--- src/rtl/fifo_ctrl_pkg.sv ---
// Shared defaults for the FIFO pointer controller and its storage.
// This package holds the default sizes, the default almost-full/almost-empty levels and a level sanity check.
package fifo_ctrl_pkg;

    localparam int FIFO_W        = 5;   // address width; depth = 2**FIFO_W
    localparam int FIFO_B        = 8;   // data width of the paired reg_file
    localparam int FIFO_AF_LEVEL = 28;
    localparam int FIFO_AE_LEVEL = 4;

    // Levels must satisfy 0 < ae < af < 2**w.
    function automatic bit levels_legal(input int w, input int af, input int ae);
        return (ae > 0) && (ae < af) && (af < (1 << w));
    endfunction

endpackage

--- src/rtl/fifo_ctrl_if.sv ---
// Request/flag bundle between a FIFO user (master) and fifo_ctrl (slave).
// Handshake: a push is taken on an edge where wr & ~full, a pop where rd & ~empty; there is no other qualifier.
interface fifo_ctrl_if
    import fifo_ctrl_pkg::*;
#(
    parameter int W = FIFO_W
) ();

    logic         wr;
    logic         rd;
    logic         clr_err;
    logic         wr_en;
    logic [W-1:0] w_addr;
    logic [W-1:0] r_addr;
    logic         full;
    logic         empty;
    logic         almost_full;
    logic         almost_empty;
    logic [W:0]   count;
    logic         overflow;
    logic         underflow;

    modport master (
        output wr, rd, clr_err,
        input  wr_en, w_addr, r_addr, full, empty, almost_full, almost_empty,
               count, overflow, underflow
    );

    modport slave (
        input  wr, rd, clr_err,
        output wr_en, w_addr, r_addr, full, empty, almost_full, almost_empty,
               count, overflow, underflow
    );

endinterface

--- src/rtl/fifo_ctrl.sv ---
// Pointer and flag controller for a 2**W-deep synchronous FIFO built on reg_file.
// Read port A of reg_file is addressed by r_addr, so the head is visible before the pop edge.
module fifo_ctrl
    import fifo_ctrl_pkg::*;
#(
    parameter int W        = FIFO_W,
    parameter int AF_LEVEL = FIFO_AF_LEVEL,
    parameter int AE_LEVEL = FIFO_AE_LEVEL
) (
    input  logic       clk,
    input  logic       n_reset,
    fifo_ctrl_if.slave bus
);

    localparam logic [W:0] AF_CNT = (W+1)'(AF_LEVEL);
    localparam logic [W:0] AE_CNT = (W+1)'(AE_LEVEL);

    if (!levels_legal(W, AF_LEVEL, AE_LEVEL)) begin : g_bad_levels
        $error("fifo_ctrl: AE_LEVEL/AF_LEVEL outside 0 < AE < AF < 2**W");
    end

    // One extra MSB on each pointer distinguishes full from empty when the low bits match.
    logic [W:0] wr_ptr_q, wr_ptr_d;
    logic [W:0] rd_ptr_q, rd_ptr_d;
    logic       overflow_q, overflow_d;
    logic       underflow_q, underflow_d;

    logic [W:0] count_w;
    logic       full_w;
    logic       empty_w;
    logic       push_ok;
    logic       pop_ok;

    assign count_w = wr_ptr_q - rd_ptr_q;
    assign full_w  = (wr_ptr_q[W] != rd_ptr_q[W]) &&
                     (wr_ptr_q[W-1:0] == rd_ptr_q[W-1:0]);
    assign empty_w = (wr_ptr_q == rd_ptr_q);
    assign push_ok = bus.wr & ~full_w;
    assign pop_ok  = bus.rd & ~empty_w;

    always_comb begin
        wr_ptr_d = wr_ptr_q;
        rd_ptr_d = rd_ptr_q;
        if (push_ok) wr_ptr_d = wr_ptr_q + 1'b1;
        if (pop_ok)  rd_ptr_d = rd_ptr_q + 1'b1;
    end

    // Clear is applied first so a same-cycle set overrides it.
    always_comb begin
        overflow_d  = overflow_q;
        underflow_d = underflow_q;
        if (bus.clr_err) begin
            overflow_d  = 1'b0;
            underflow_d = 1'b0;
        end
        if (bus.wr && full_w)  overflow_d  = 1'b1;
        if (bus.rd && empty_w) underflow_d = 1'b1;
    end

    always_ff @(posedge clk or negedge n_reset) begin
        if (!n_reset) begin
            wr_ptr_q    <= '0;
            rd_ptr_q    <= '0;
            overflow_q  <= 1'b0;
            underflow_q <= 1'b0;
        end else begin
            wr_ptr_q    <= wr_ptr_d;
            rd_ptr_q    <= rd_ptr_d;
            overflow_q  <= overflow_d;
            underflow_q <= underflow_d;
        end
    end

    assign bus.wr_en        = push_ok;
    assign bus.w_addr       = wr_ptr_q[W-1:0];
    assign bus.r_addr       = rd_ptr_q[W-1:0];
    assign bus.full         = full_w;
    assign bus.empty        = empty_w;
    assign bus.almost_full  = (count_w >= AF_CNT);
    assign bus.almost_empty = (count_w <= AE_CNT);
    assign bus.count        = count_w;
    assign bus.overflow     = overflow_q;
    assign bus.underflow    = underflow_q;

endmodule

--- src/flat_wrapper.sv ---
// flat-port wrapper written by rule: the top's interface ports become plain ports
module fifo_ctrl_flat import fifo_ctrl_pkg::*;
#(
    parameter int W        = FIFO_W,
    parameter int AF_LEVEL = FIFO_AF_LEVEL,
    parameter int AE_LEVEL = FIFO_AE_LEVEL
)
  (clk, n_reset, bus_wr, bus_rd, bus_clr_err, bus_wr_en, bus_w_addr, bus_r_addr, bus_full, bus_empty, bus_almost_full, bus_almost_empty, bus_count, bus_overflow, bus_underflow);
  fifo_ctrl_if #(.W(W)) bus_i ();
  input  logic clk;
  input  logic n_reset;
  input wire logic [$bits(bus_i.wr)-1:0] bus_wr;
  input wire logic [$bits(bus_i.rd)-1:0] bus_rd;
  input wire logic [$bits(bus_i.clr_err)-1:0] bus_clr_err;
  output wire logic [$bits(bus_i.wr_en)-1:0] bus_wr_en;
  output wire logic [$bits(bus_i.w_addr)-1:0] bus_w_addr;
  output wire logic [$bits(bus_i.r_addr)-1:0] bus_r_addr;
  output wire logic [$bits(bus_i.full)-1:0] bus_full;
  output wire logic [$bits(bus_i.empty)-1:0] bus_empty;
  output wire logic [$bits(bus_i.almost_full)-1:0] bus_almost_full;
  output wire logic [$bits(bus_i.almost_empty)-1:0] bus_almost_empty;
  output wire logic [$bits(bus_i.count)-1:0] bus_count;
  output wire logic [$bits(bus_i.overflow)-1:0] bus_overflow;
  output wire logic [$bits(bus_i.underflow)-1:0] bus_underflow;
  assign bus_i.wr = bus_wr;
  assign bus_i.rd = bus_rd;
  assign bus_i.clr_err = bus_clr_err;
  assign bus_wr_en = bus_i.wr_en;
  assign bus_w_addr = bus_i.w_addr;
  assign bus_r_addr = bus_i.r_addr;
  assign bus_full = bus_i.full;
  assign bus_empty = bus_i.empty;
  assign bus_almost_full = bus_i.almost_full;
  assign bus_almost_empty = bus_i.almost_empty;
  assign bus_count = bus_i.count;
  assign bus_overflow = bus_i.overflow;
  assign bus_underflow = bus_i.underflow;
  fifo_ctrl #(.W(W), .AF_LEVEL(AF_LEVEL), .AE_LEVEL(AE_LEVEL)) u_core (.clk(clk), .n_reset(n_reset), .bus(bus_i));
endmodule
--- config.mk ---
export PLATFORM = sky130hd
export DESIGN_NAME = fifo_ctrl_flat
export DESIGN_NICKNAME = d
export VERILOG_FILES = /design/src/rtl/fifo_ctrl_pkg.sv /design/src/rtl/fifo_ctrl_if.sv /design/src/rtl/fifo_ctrl.sv /design/src/flat_wrapper.sv
export SDC_FILE = /design/constraint.sdc
export NUM_CORES = 1
export LEC_CHECK = 0
export ABC_AREA = 1
export BUFFER_PORTS_ARGS = -buffer_cell sky130_fd_sc_hd__buf_2
export CAP_MARGIN = 20
export CORE_MARGIN = 2
export CORE_UTILIZATION = 50
export CTS_CLUSTER_DIAMETER = 150
export DETAILED_ROUTE_END_ITERATION = 6
export GPL_TIMING_DRIVEN = 0
export PLACE_DENSITY = 0.74
export SYNTH_ARGS = -nofsm -noshare
export SYNTH_HDL_FRONTEND = slang
export SYNTH_SLANG_ARGS = --single-unit
--- constraint.sdc ---
create_clock -name clk -period 2.6 [get_ports clk]
set_clock_uncertainty 0.05 [all_clocks]
set_input_delay 0.65 -clock clk [delete_from_list [all_inputs] [get_ports clk]]
set_output_delay 0.65 -clock clk [all_outputs]
set_load 0.03 [all_outputs]
Word-level counts from Yosys, hierarchy flattened
Index checks and enable logic that the tools add are counted.

Mux-type cells: 3. Bitwise operators: 4. $lt $le $gt $ge: 2. Add/sub/neg operators: 3. Equality and inequality tests: 3. Reduce and logical (&&, ||, !) cells: 5.

Operators by type and width (count): 6-bit by 1-bit adder with 6-bit output (second input constant) (2); 6-bit == test (1); 6-bit by 5-bit >= comparator with 1-bit output (second input constant) (1); 6-bit by 3-bit <= comparator with 1-bit output (second input constant) (1); 6-bit subtractor (1); 5-bit == test (1); 2-bit nonzero test (2); 1-bit logical AND (3); 1-bit 2-to-1 mux (3); 1-bit bitwise AND (2); 1-bit NOT (2); 1-bit != test (1).

Logic and storage cells: 24. Register bits after elaboration: 14. Input bits: 5. Output and inout bits: 23.

Depth between registers and ports, before layout
Gate-level depths: netlist of the first run.

Depth in word-level cells: 4. Gate-level depth with buffers: 10. Depth with buffers taken out: 10.

Worst setup path after synthesis of the first run
No wires, ideal clock.

Kind: register to output. Start: register u_core.wr_ptr_q[0]. End: output port bus_almost_empty. Required time: 1.900 ns. Stages on the path, launching flop included: 9. Data arrival time: 2.046 ns. Path slack: -0.146 ns. Path buffers: 0. Cell sequence: dfrtp_1 -> inv_1 -> ha_1 -> inv_1 -> fa_1 -> xor2_1 -> o21ai_0 -> nand3_1 -> nor2_1.

Longest elaborated chain between the ends: 2.

RTL lines: from (decl) (line fifo_ctrl.sv:23) `logic [W:0] wr_ptr_q, wr_ptr_d;`; from (signal assigned) (line fifo_ctrl.sv:67) `wr_ptr_q <= wr_ptr_d;`; 6-bit subtractor (line fifo_ctrl.sv:34) `assign count_w = wr_ptr_q - rd_ptr_q;`; net bus_count[2] (line flat_wrapper.sv:22) `output wire logic [$bits(bus_i.count)-1:0] bus_count;`; 6-bit by 3-bit <= comparator with 1-bit output (line fifo_ctrl.sv:80) `assign bus.almost_empty = (count_w <= AE_CNT);`; to (decl) (line flat_wrapper.sv:21) `output wire logic [$bits(bus_i.almost_empty)-1:0] bus_almost_empty;`.

The timed path passes the listed nets, and every way through them passes these cells.

Final worst setup path of the first run
Start: register u_core.wr_ptr_q[0]. End: output port bus_almost_empty.

Longest elaborated chain between the ends: 2.

RTL lines (line): 6-bit subtractor (fifo_ctrl.sv:34); 6-bit by 3-bit <= comparator with 1-bit output (fifo_ctrl.sv:80).

No other way between the ends.

==> out/metrics.csv, run 1 <==
stage,metric,value,unit
worst_setup_path,worstPathCellList,"inv_2, ha_4, inv_4, fa_2, xor2_2, o21ai_1, nand3_2, nor2_2, buf_6",
synthesis,synthDistinctLibCells,18,
synthesis,yosysWarnings,0,
detailed_routing,first_pass_iters,4,
detailed_routing,wl,2.574,mm
layout,antenna_cells,0,
synthesis,synth.avg_cell_area,7.033,µm²
sta,finalWorstPathRequiredPeriod,2.630,ns
sta,hold_violations,0,
worst_setup_path,cp_top_family,adder cells,
global_route,grt_pass1_vias,973,
layout,n_fill_cell,171,
clock_tree,clk_path_buf_depth,2,
synthesis,synth_cells,161,
placed_design,io_buffers,27,
clock_tree,numCtsBuffers,3,
detailed_routing,num_vias,1120,
global_route,antenna_found_initial,0,
worst_setup_path,start_kind,flop,
synthesis,netlist_top_cells_count,"nand2_1 (62), inv_1 (21), dfrtp_1 (14), nand3_1 (13), buf_4 (10)",
worst_setup_path,cp-startpoint,u_core.wr_ptr_q[0]$_DFFE_PN0P_,
clock_tree,htreeDepth,1,
global_route,grt_pass1_wl,4.333,mm
worst_setup_path,crit_buf_inv,3,
run_status,status,"finished, violations left",
worst_setup_path,ff2ff_setup_slack,0.92,ns
placed_design,routabilityCongestion,0.8026,
sta,finalCritPeriodShare,1.011,
synthesis,syn-cell-area,1132,µm²
worst_setup_path,slowest_delay,0.40,ns
layout,layout.nets,219,
global_route,grt_start_max_net_pins,15,
synthesis,synth_top_family_by_area,simple AND/OR/NAND/NOR gates,
detailed_routing,wl_per_cell,11.05,µm
synthesis,synth_fa_ha_area_frac,0.09503,
placed_design,hpwl,1.888,mm
sta,drv_slew,0,
synthesis,synth_edf_count,0,
worst_setup_path,rr_startpoint,u_core.rd_ptr_q[4]$_DFFE_PN0P_,
sta,max_slew_margin,0.7934,
sta,rsz0062_at_grt,true,
synthesis,synth.most_common_cell,nand2_1,
clock_tree,clock_latency,0.27,ns
synthesis,synth-compound-area-share,0.03094,
synthesis,synthMuxAreaShare,0,
floorplanning,row_count,17,
floorplanning,boundaryPins,28,
sta,setup_ws,-0.02956,ns
synthesis,synth-async-reset-ratio,1.000,
synthesis,yosysTopAreaCellShare,0.3094,
synthesis,ys_ff_latch,14,
clock_tree,root_buffer,clkbuf_4,
detailed_routing,drtAntennaViolNets,0,
worst_setup_path,ff2ff_path_depth,9,
synthesis,synth_ff_type,dfrtp_1,
global_route,overflow,0,
sta,tightest_slew,0.3099,ns
synthesis,synthSimpleGateAreaFrac,0.3503,
floorplanning,fp.coreArea,2170,µm²
sta,setup_tns,-0.02956,ns
floorplanning,dieWidth,51.59,µm
detailed_routing,routed_via_density,4.807,
synthesis,syn_nets,174,
synthesis,synth.area.top_cells,"dfrtp_1 (31%), nand2_1 (21%), ha_1 (7.7%)",
synthesis,yosysSeqAreaShare,0.3094,
flow_run,cap_violations,0,
hold_path,hold_path.class,in2async,
layout,layout-drive-gt1-share,0.4488,
worst_setup_path,worst-path-stages,9,
detailed_routing,drt-initial-drc-count,23,
global_route,gr-usage-all-layers,0.2138,
clock_tree,cts_num_sinks,14,
synthesis,synth.largest_area_cell,dfrtp_1,
clock_tree,cts_tree,yes,
sta,max_freq,0.3803,GHz
worst_setup_path,crit_slowest_cell,dfrtp_1,
worst_setup_path,crit_required,1.90,ns
sta,final-setup-viol-count,1,
worst_setup_path,arrival,1.93,ns
layout,area_growth,39.01,%
worst_setup_path,end_kind,output port,
worst_setup_path,cp-endpoint,bus_almost_empty,
worst_setup_path,crit_fanout,3,
clock_tree,clkTransAtPathRegs,0.08,ns
worst_setup_path,path_class,reg2out,
run_status,violations,setup timing,
synthesis,synthXorXnorAreaFrac,0.06961,
floorplanning,start_util,0.5219,
floorplanning,dieArea,2662,µm²
worst_setup_path,r2r_end,u_core.wr_ptr_q[2]$_DFFE_PN0P_,
detailed_routing,drc,0,
floorplanning,die_y,51.59,µm
==> final cells by class <==
type	instances	area, µm²	share of cell area
flip-flops and latches	14	356.6	0.2266
well taps	28	35.03	0.02226
multi-input cells	114	728.2	0.4626
repair buffers	40	251.5	0.1598
clock buffers	4	36.28	0.02305
plain buffers	10	75.07	0.04769
inverters	23	91.34	0.05803
==> cells by family after synthesis <==
| kind of cell | count (synthesis) |
|---|---|
| AND/OR/NAND/NOR | 90 |
| flip-flops | 14 |
| AO/OA/AOI/OAI | 7 |
| adder cells (fa/ha/maj) | 8 |
| buffers and inverters | 33 |
| XOR/XNOR | 9 |
==> worst min path at each step <==
stage | cells after the start | endpoint | start | slack [ns]
finish | 1 | u_core.rd_ptr_q[4]$_DFFE_PN0P_ | n_reset | 0.21
global route | 1 | u_core.rd_ptr_q[4]$_DFFE_PN0P_ | n_reset | 0.23
CTS | 1 | u_core.rd_ptr_q[5]$_DFFE_PN0P_ | n_reset | 0.21
detailed placement | 2 | u_core.wr_ptr_q[5]$_DFFE_PN0P_ | u_core.wr_ptr_q[5]$_DFFE_PN0P_ | 0.46
global placement | 2 | u_core.rd_ptr_q[5]$_DFFE_PN0P_ | u_core.rd_ptr_q[5]$_DFFE_PN0P_ | 0.44
floorplan | 0 | u_core.bus.overflow$_DFFE_PN0P_ | n_reset | 0.30
==> registers in the layout, indices dropped and copies added, names as in the netlist <==
register / cells
u_core.bus.overflow: 1
u_core.bus.underflow: 1
u_core.rd_ptr_q: 6
u_core.wr_ptr_q: 6
==> metrics by stage <==
| stage | hold slack [ns] | area (µm²) | util | setup WS [ns] | cells |
|---|---|---|---|---|---|
| after global routing | 0.2349 | 1574 | 0.7255 | -0.1135 | 233 |
| final | 0.2095 | 1574 | 0.7255 | -0.02956 | 233 |
| after floorplan | 0.3044 | 1145 | - | 0.04255 | 161 |
| after CTS | 0.2125 | 1453 | 0.6696 | -0.04169 | 223 |
| after global placement | 0.4422 | 1315 | 0.6061 | 0.08095 | 216 |
| after detailed placement | 0.4617 | 1315 | 0.6061 | 0.01260 | 216 |
==> timing repair <==
item | CTS | global route
setup buffers | 3 | 10
pin swaps | 3 | 7
hold buffers | 0 | 0
gates resized for setup | 20 | 19
endpoints found under the setup margin | 6 | 6
==> placed cells by master, fill, tap and decap left out, types with 2 or more instances in the layout <==
cell type	Yosys	routed
inv_4	1	2
nand2_2	4	10
buf_2	0	24
xor2_1	6	5
inv_1	21	15
inv_2	1	6
buf_6	0	3
dfrtp_2	0	5
nand2_1	62	56
xnor2_1	3	3
buf_4	10	23
nand3_1	13	8
nand4_1	2	2
clkbuf_4	0	3
a21oi_1	2	2
ha_4	0	4
nor2_1	6	5
nand3_2	0	4
o21ai_0	5	4
ha_1	7	3
dfrtp_1	14	9
nand2_4	2	2
==> per-layer routing <==
| layer | wire length [µm] | vias to the layer above | GRT usage | share of wire |
|---|---|---|---|---|
| met5 | 0 | - | 0 | 0 |
| met4 | 12 | 0 | 0.05263 | 0.0047 |
| met3 | 85 | 2 | 0.01724 | 0.033 |
| met2 | 1302 | 26 | 0.3761 | 0.51 |
| met1 | 1174 | 520 | 0.2841 | 0.46 |
| li1 | - | 572 | - | - |
Power of run 1 is not shown: default switching activity piles up to over one toggle a cycle in this logic, so the estimate is an artifact.
==> inputs of run 2 (changes only) <==
--- a/config.mk
+++ b/config.mk
@@ -14,6 +14,7 @@
 export DETAILED_ROUTE_END_ITERATION = 6
 export GPL_TIMING_DRIVEN = 0
 export PLACE_DENSITY = 0.74
+export SKIP_CTS_REPAIR_TIMING = 1
 export SYNTH_ARGS = -nofsm -noshare
 export SYNTH_HDL_FRONTEND = slang
 export SYNTH_SLANG_ARGS = --single-unit
==> run 2 against run 1 <==
The flow still finishes with violations (setup timing). Critical path depth unchanged. Non-clock buffer count decreased by 4. Cell count decreased by 1.7%. Design area decreased by 1.7%. Global-route usage decreased by 1.5 points. Setup slack got worse by 0.098 ns. Wire length increased by 0.12%. Die area unchanged. Register-to-register slack about the same. Utilization decreased by 1.2 points. Fmax decreased by 3.6%. Flip-flop and latch count unchanged. Critical path type unchanged.
==> out/metrics.csv, run 2 (synthesized netlist as in run 1, its figures left out) <==
stage,metric,value,unit,change
detailed_routing,wl_per_cell,11.25,µm,+1.9%
placed_design,io_buffers,27,,unchanged
hold_path,hold_path.class,in2async,,
layout,fin_util,0.7134,,-0.01211
clock_tree,clk_path_buf_depth,2,,unchanged
clock_tree,clkTransAtPathRegs,0.09,ns,about the same
detailed_routing,routed_via_density,4.878,,+1.5%
detailed_routing,num_vias,1117,,-0.27%
layout,layout_common_cells,"nand2_1 (57), buf_2 (21), buf_4 (19)",,
placed_design,placed_area,1315,µm²,unchanged
sta,finalCritPeriodShare,1.049,,+0.03772
floorplanning,die_y,51.59,µm,unchanged
worst_setup_path,start_kind,flop,,
sta,hold_ws,0.2107,ns,+0.001215 ns
detailed_routing,drt-initial-drc-count,35,,+52%
clock_tree,htreeDepth,1,,unchanged
placed_design,routabilityCongestion,0.8026,,unchanged
sta,setup_ws,-0.1276,ns,-0.09807 ns
clock_tree,cts_tree,yes,,
global_route,overflow,0,,unchanged
run_status,status,"finished, violations left",,
floorplanning,dieWidth,51.59,µm,unchanged
layout,layout.nets,215,,-1.8%
sta,hold_violations,0,,unchanged
global_route,grt_pass1_vias,939,,-3.5%
detailed_routing,first_pass_iters,4,,unchanged
floorplanning,boundaryPins,28,,unchanged
sta,rsz0062_at_grt,true,,
detailed_routing,drc,0,,unchanged
detailed_routing,wl,2.577,mm,+0.12%
floorplanning,start_util,0.5219,,unchanged
floorplanning,fp.coreArea,2170,µm²,unchanged
run_status,violations,setup timing,,
sta,max_slew_margin,0.7910,,-0.002437
layout,fin_area,1548,µm²,-1.7%
clock_tree,root_buffer,clkbuf_4,,
sta,final-setup-viol-count,2,,+1
layout,antenna_cells,0,,unchanged
clock_tree,numCtsBuffers,3,,unchanged
sta,tightest_slew,0.3135,ns,+0.003656 ns
worst_setup_path,path_class,reg2out,,
global_route,grt_pass1_wl,4.043,mm,-6.7%
global_route,gr-usage-all-layers,0.1989,,-0.01486
worst_setup_path,crit_fanout,5,,+2
worst_setup_path,ff2ff_path_depth,9,,unchanged
layout,area_growth,36.68,%,
sta,max_freq,0.3666,GHz,-3.6%
layout,final_common_cell,nand2_1,,
layout,top_regs,"u_core.rd_ptr_q x6, u_core.wr_ptr_q x6",,
sta,drv_slew,0,,unchanged
global_route,antenna_found_initial,0,,unchanged
flow_run,cap_violations,0,,unchanged
global_route,grt_start_max_net_pins,15,,unchanged
clock_tree,cts_num_sinks,14,,unchanged
sta,setup_tns,-0.1905,ns,-0.1609 ns
sta,finalWorstPathRequiredPeriod,2.728,ns,+0.09807 ns
layout,layout-drive-gt1-share,0.4229,,-0.02589
placed_design,hpwl,1.888,mm,unchanged
detailed_routing,drtAntennaViolNets,0,,unchanged
clock_tree,clock_latency,0.27,ns,about the same
worst_setup_path,arrival,2.03,ns,+0.10 ns
floorplanning,dieArea,2662,µm²,unchanged
floorplanning,row_count,17,,unchanged
worst_setup_path,end_kind,output port,,
worst_setup_path,crit_required,1.90,ns,about the same
-- run 2: path summary, 6_finish.rpt --
kind                                                          to  slack [ns]                        startpoint
worst max register to register    u_core.wr_ptr_q[2]$_DFFE_PN0P_        0.92    u_core.rd_ptr_q[1]$_DFFE_PN0P_
worst min-delay path             u_core.bus.overflow$_DFFE_PN0P_        0.21                           n_reset
max in group asynchronous         u_core.rd_ptr_q[3]$_DFFE_PN0P_        2.03                           n_reset
min in group clk                u_core.bus.underflow$_DFFE_PN0P_        0.48  u_core.bus.underflow$_DFFE_PN0P_
worst min register to register  u_core.bus.underflow$_DFFE_PN0P_        0.48  u_core.bus.underflow$_DFFE_PN0P_
worst max-delay path                            bus_almost_empty       -0.13    u_core.wr_ptr_q[0]$_DFFE_PN0P_
-- run 2: final cells by class --
type / count / area (µm²)
well taps: 28 / 35.03
inverters: 23 / 91.34
fillers: 170 / 621.8
flip-flops and latches: 14 / 356.6
repair buffers: 36 / 232.7
plain buffers: 10 / 75.07
multi-input cells: 114 / 720.7
clock buffers: 4 / 36.28
-- run 2: worst max-delay path: stages (launching register included) --
cell,delay [ns]
dfrtp_1,0.43
inv_2,0.11
ha_4,0.14
inv_4,0.04
fa_2,0.43
xor2_2,0.18
o21ai_1,0.08
nand3_1,0.10
nor2_2,0.11
buf_6,0.14
-- run 2: metal layers --
layer	GRT usage	vias up	share of wire
li1	-	567	-
met2	0.3483	31	0.50
met1	0.2634	513	0.45
met4	0.05263	0	0.0074
met3	0.01724	6	0.036
met5	0	-	0
-- run 2: per-stage QoR --
step	setup slack, ns	instances
6_report	-0.1276	229
5_1_grt	-0.2243	229
4_1_cts	-0.3156	220
3_5_place_dp	0.01260	216
3_3_place_gp	0.08095	216
2_1_floorplan	0.04255	161
Power of run 2 is left out for the same reason.
==> inputs of run 3 (changes only) <==
--- a/config.mk
+++ b/config.mk
@@ -15,6 +15,7 @@
 export GPL_TIMING_DRIVEN = 0
 export PLACE_DENSITY = 0.74
 export SKIP_CTS_REPAIR_TIMING = 1
+export SKIP_LAST_GASP = 1
 export SYNTH_ARGS = -nofsm -noshare
 export SYNTH_HDL_FRONTEND = slang
 export SYNTH_SLANG_ARGS = --single-unit
==> run 3 against run 2 <==
The run still ends with setup timing left. Die area did not move. Highest routed layer unchanged. Utilization fell by 0.17 points. Cell count did not move. Setup slack improved by 0.0038 ns. Wire length rose by 0.19%. Via count rose by 0.72%. Global-route usage did not move.
==> out/metrics.csv, run 3 (synthesized netlist as in run 1, its figures left out) <==
stage,metric,value,unit,change
floorplanning,start_util,0.5219,,unchanged
worst_setup_path,start_kind,flop,,
placed_design,io_buffers,27,,unchanged
floorplanning,dieWidth,51.59,µm,unchanged
clock_tree,clk_path_buf_depth,2,,unchanged
sta,tightest_slew,0.3137,ns,+0.0001507 ns
sta,hold_violations,0,,unchanged
floorplanning,row_count,17,,unchanged
clock_tree,root_buffer,clkbuf_4,,
detailed_routing,num_vias,1125,,+0.72%
sta,max_slew_margin,0.7909,,about the same
placed_design,hpwl,1.888,mm,unchanged
layout,area_growth,36.35,%,
clock_tree,clkTransAtPathRegs,0.09,ns,about the same
sta,max_freq,0.3671,GHz,+0.14%
layout,n_fill_cell,170,,unchanged
layout,layout.nets,215,,unchanged
sta,finalCritPeriodShare,1.048,,-0.001454
run_status,violations,setup timing,,
flow_run,cap_violations,0,,unchanged
layout,final_common_cell,nand2_1,,
layout,layout-drive-gt1-share,0.4229,,unchanged
run_status,status,"finished, violations left",,
detailed_routing,wl_per_cell,11.28,µm,+0.19%
global_route,grt_start_max_net_pins,15,,unchanged
worst_setup_path,ff2ff_path_depth,9,,unchanged
clock_tree,htreeDepth,1,,unchanged
floorplanning,fp.coreArea,2170,µm²,unchanged
clock_tree,clock_latency,0.27,ns,about the same
detailed_routing,routed_via_density,4.913,,+0.72%
floorplanning,die_y,51.59,µm,unchanged
sta,final-setup-viol-count,2,,unchanged
global_route,overflow,0,,unchanged
sta,drv_slew,0,,unchanged
worst_setup_path,arrival,2.02,ns,about the same
global_route,gr-usage-all-layers,0.1989,,unchanged
layout,antenna_cells,0,,unchanged
worst_setup_path,r2r_end,u_core.wr_ptr_q[2]$_DFFE_PN0P_,,
placed_design,dp.cells,216,,unchanged
sta,rsz0062_at_grt,true,,
worst_setup_path,crit_required,1.90,ns,about the same
detailed_routing,first_pass_iters,4,,unchanged
worst_setup_path,path_class,reg2out,,
placed_design,placed_area,1315,µm²,unchanged
clock_tree,cts_tree,yes,,
worst_setup_path,end_kind,output port,,
detailed_routing,drc,0,,unchanged
sta,setup_ws,-0.1239,ns,+0.003781 ns
floorplanning,dieArea,2662,µm²,unchanged
worst_setup_path,rr_startpoint,u_core.rd_ptr_q[1]$_DFFE_PN0P_,,
floorplanning,boundaryPins,28,,unchanged
clock_tree,numCtsBuffers,3,,unchanged
layout,layoutNonFillerInstCount,229,,unchanged
worst_setup_path,ff2ff_setup_slack,0.92,ns,about the same
layout,layout_common_cells,"nand2_1 (57), buf_2 (21), buf_4 (20)",,
sta,finalWorstPathRequiredPeriod,2.724,ns,-0.003781 ns
worst_setup_path,crit_fanout,5,,unchanged
layout,fin_area,1544,µm²,-0.24%
clock_tree,cts_num_sinks,14,,unchanged
global_route,grt_pass1_wl,4.043,mm,unchanged
layout,top_regs,"u_core.rd_ptr_q x6, u_core.wr_ptr_q x6",,
detailed_routing,drtAntennaViolNets,0,,unchanged
placed_design,routabilityCongestion,0.8026,,unchanged
detailed_routing,wl,2.582,mm,+0.19%
global_route,antenna_found_initial,0,,unchanged
detailed_routing,drt-initial-drc-count,38,,+8.6%
global_route,grt_pass1_vias,939,,unchanged
hold_path,hold_path.class,in2async,,
==> run 3: through the flow <==
step,TNS (ns),setup slack (ns),hold slack (ns),utilization
6_report,-0.2226,-0.1239,0.2107,0.7116
5_1_grt,-0.4918,-0.2151,0.2312,0.7116
2_1_floorplan,0,0.04255,0.3044,-
4_1_cts,-1.007,-0.3156,0.2127,0.6228
3_5_place_dp,0,0.01260,0.4617,0.6061
3_3_place_gp,0,0.08095,0.4422,0.6061
==> run 3: layout make-up <==
cell class / instances / area [µm²] / share of cell area
Multi-Input combinational cell: 114 / 720.7 / 0.4668
Sequential cell: 14 / 356.6 / 0.2310
Timing Repair Buffer: 36 / 229.0 / 0.1483
Inverter: 23 / 91.34 / 0.05916
Buffer: 10 / 75.07 / 0.04862
Clock buffer: 4 / 36.28 / 0.02350
Tap cell: 28 / 35.03 / 0.02269
==> run 3: metal layers <==
layer  vias to the layer above  GRT usage  share of wire
met2                        35     0.3483           0.51
met3                         2    0.01724          0.039
li1                        567          -              -
met5                         -          0              0
met4                         0    0.05263         0.0046
met1                       521     0.2634           0.45
==> run 3: worst max-delay path by stage <==
stage | from | endpoint | slack (ns) | cells after the start
global route | u_core.wr_ptr_q[0]$_DFFE_PN0P_ | bus_almost_empty | -0.22 | 9
floorplan | u_core.wr_ptr_q[0]$_DFFE_PN0P_ | bus_almost_full | 0.04 | 10
detailed placement | u_core.wr_ptr_q[0]$_DFFE_PN0P_ | bus_almost_full | 0.01 | 11
global placement | u_core.wr_ptr_q[0]$_DFFE_PN0P_ | bus_almost_full | 0.08 | 11
finish | u_core.wr_ptr_q[0]$_DFFE_PN0P_ | bus_almost_empty | -0.12 | 9
CTS | u_core.wr_ptr_q[0]$_DFFE_PN0P_ | bus_almost_full | -0.32 | 11
==> run 3: critical path, cell delays in order, from the launching register on <==
cell and delay [ns]:
dfrtp_1 0.43, inv_2 0.11, ha_4 0.14, inv_4 0.04
fa_2 0.43, xor2_2 0.18, o21ai_1 0.08, nand3_1 0.10
nor2_2 0.11, buf_6 0.14
Power of run 3 is left out for the same reason.
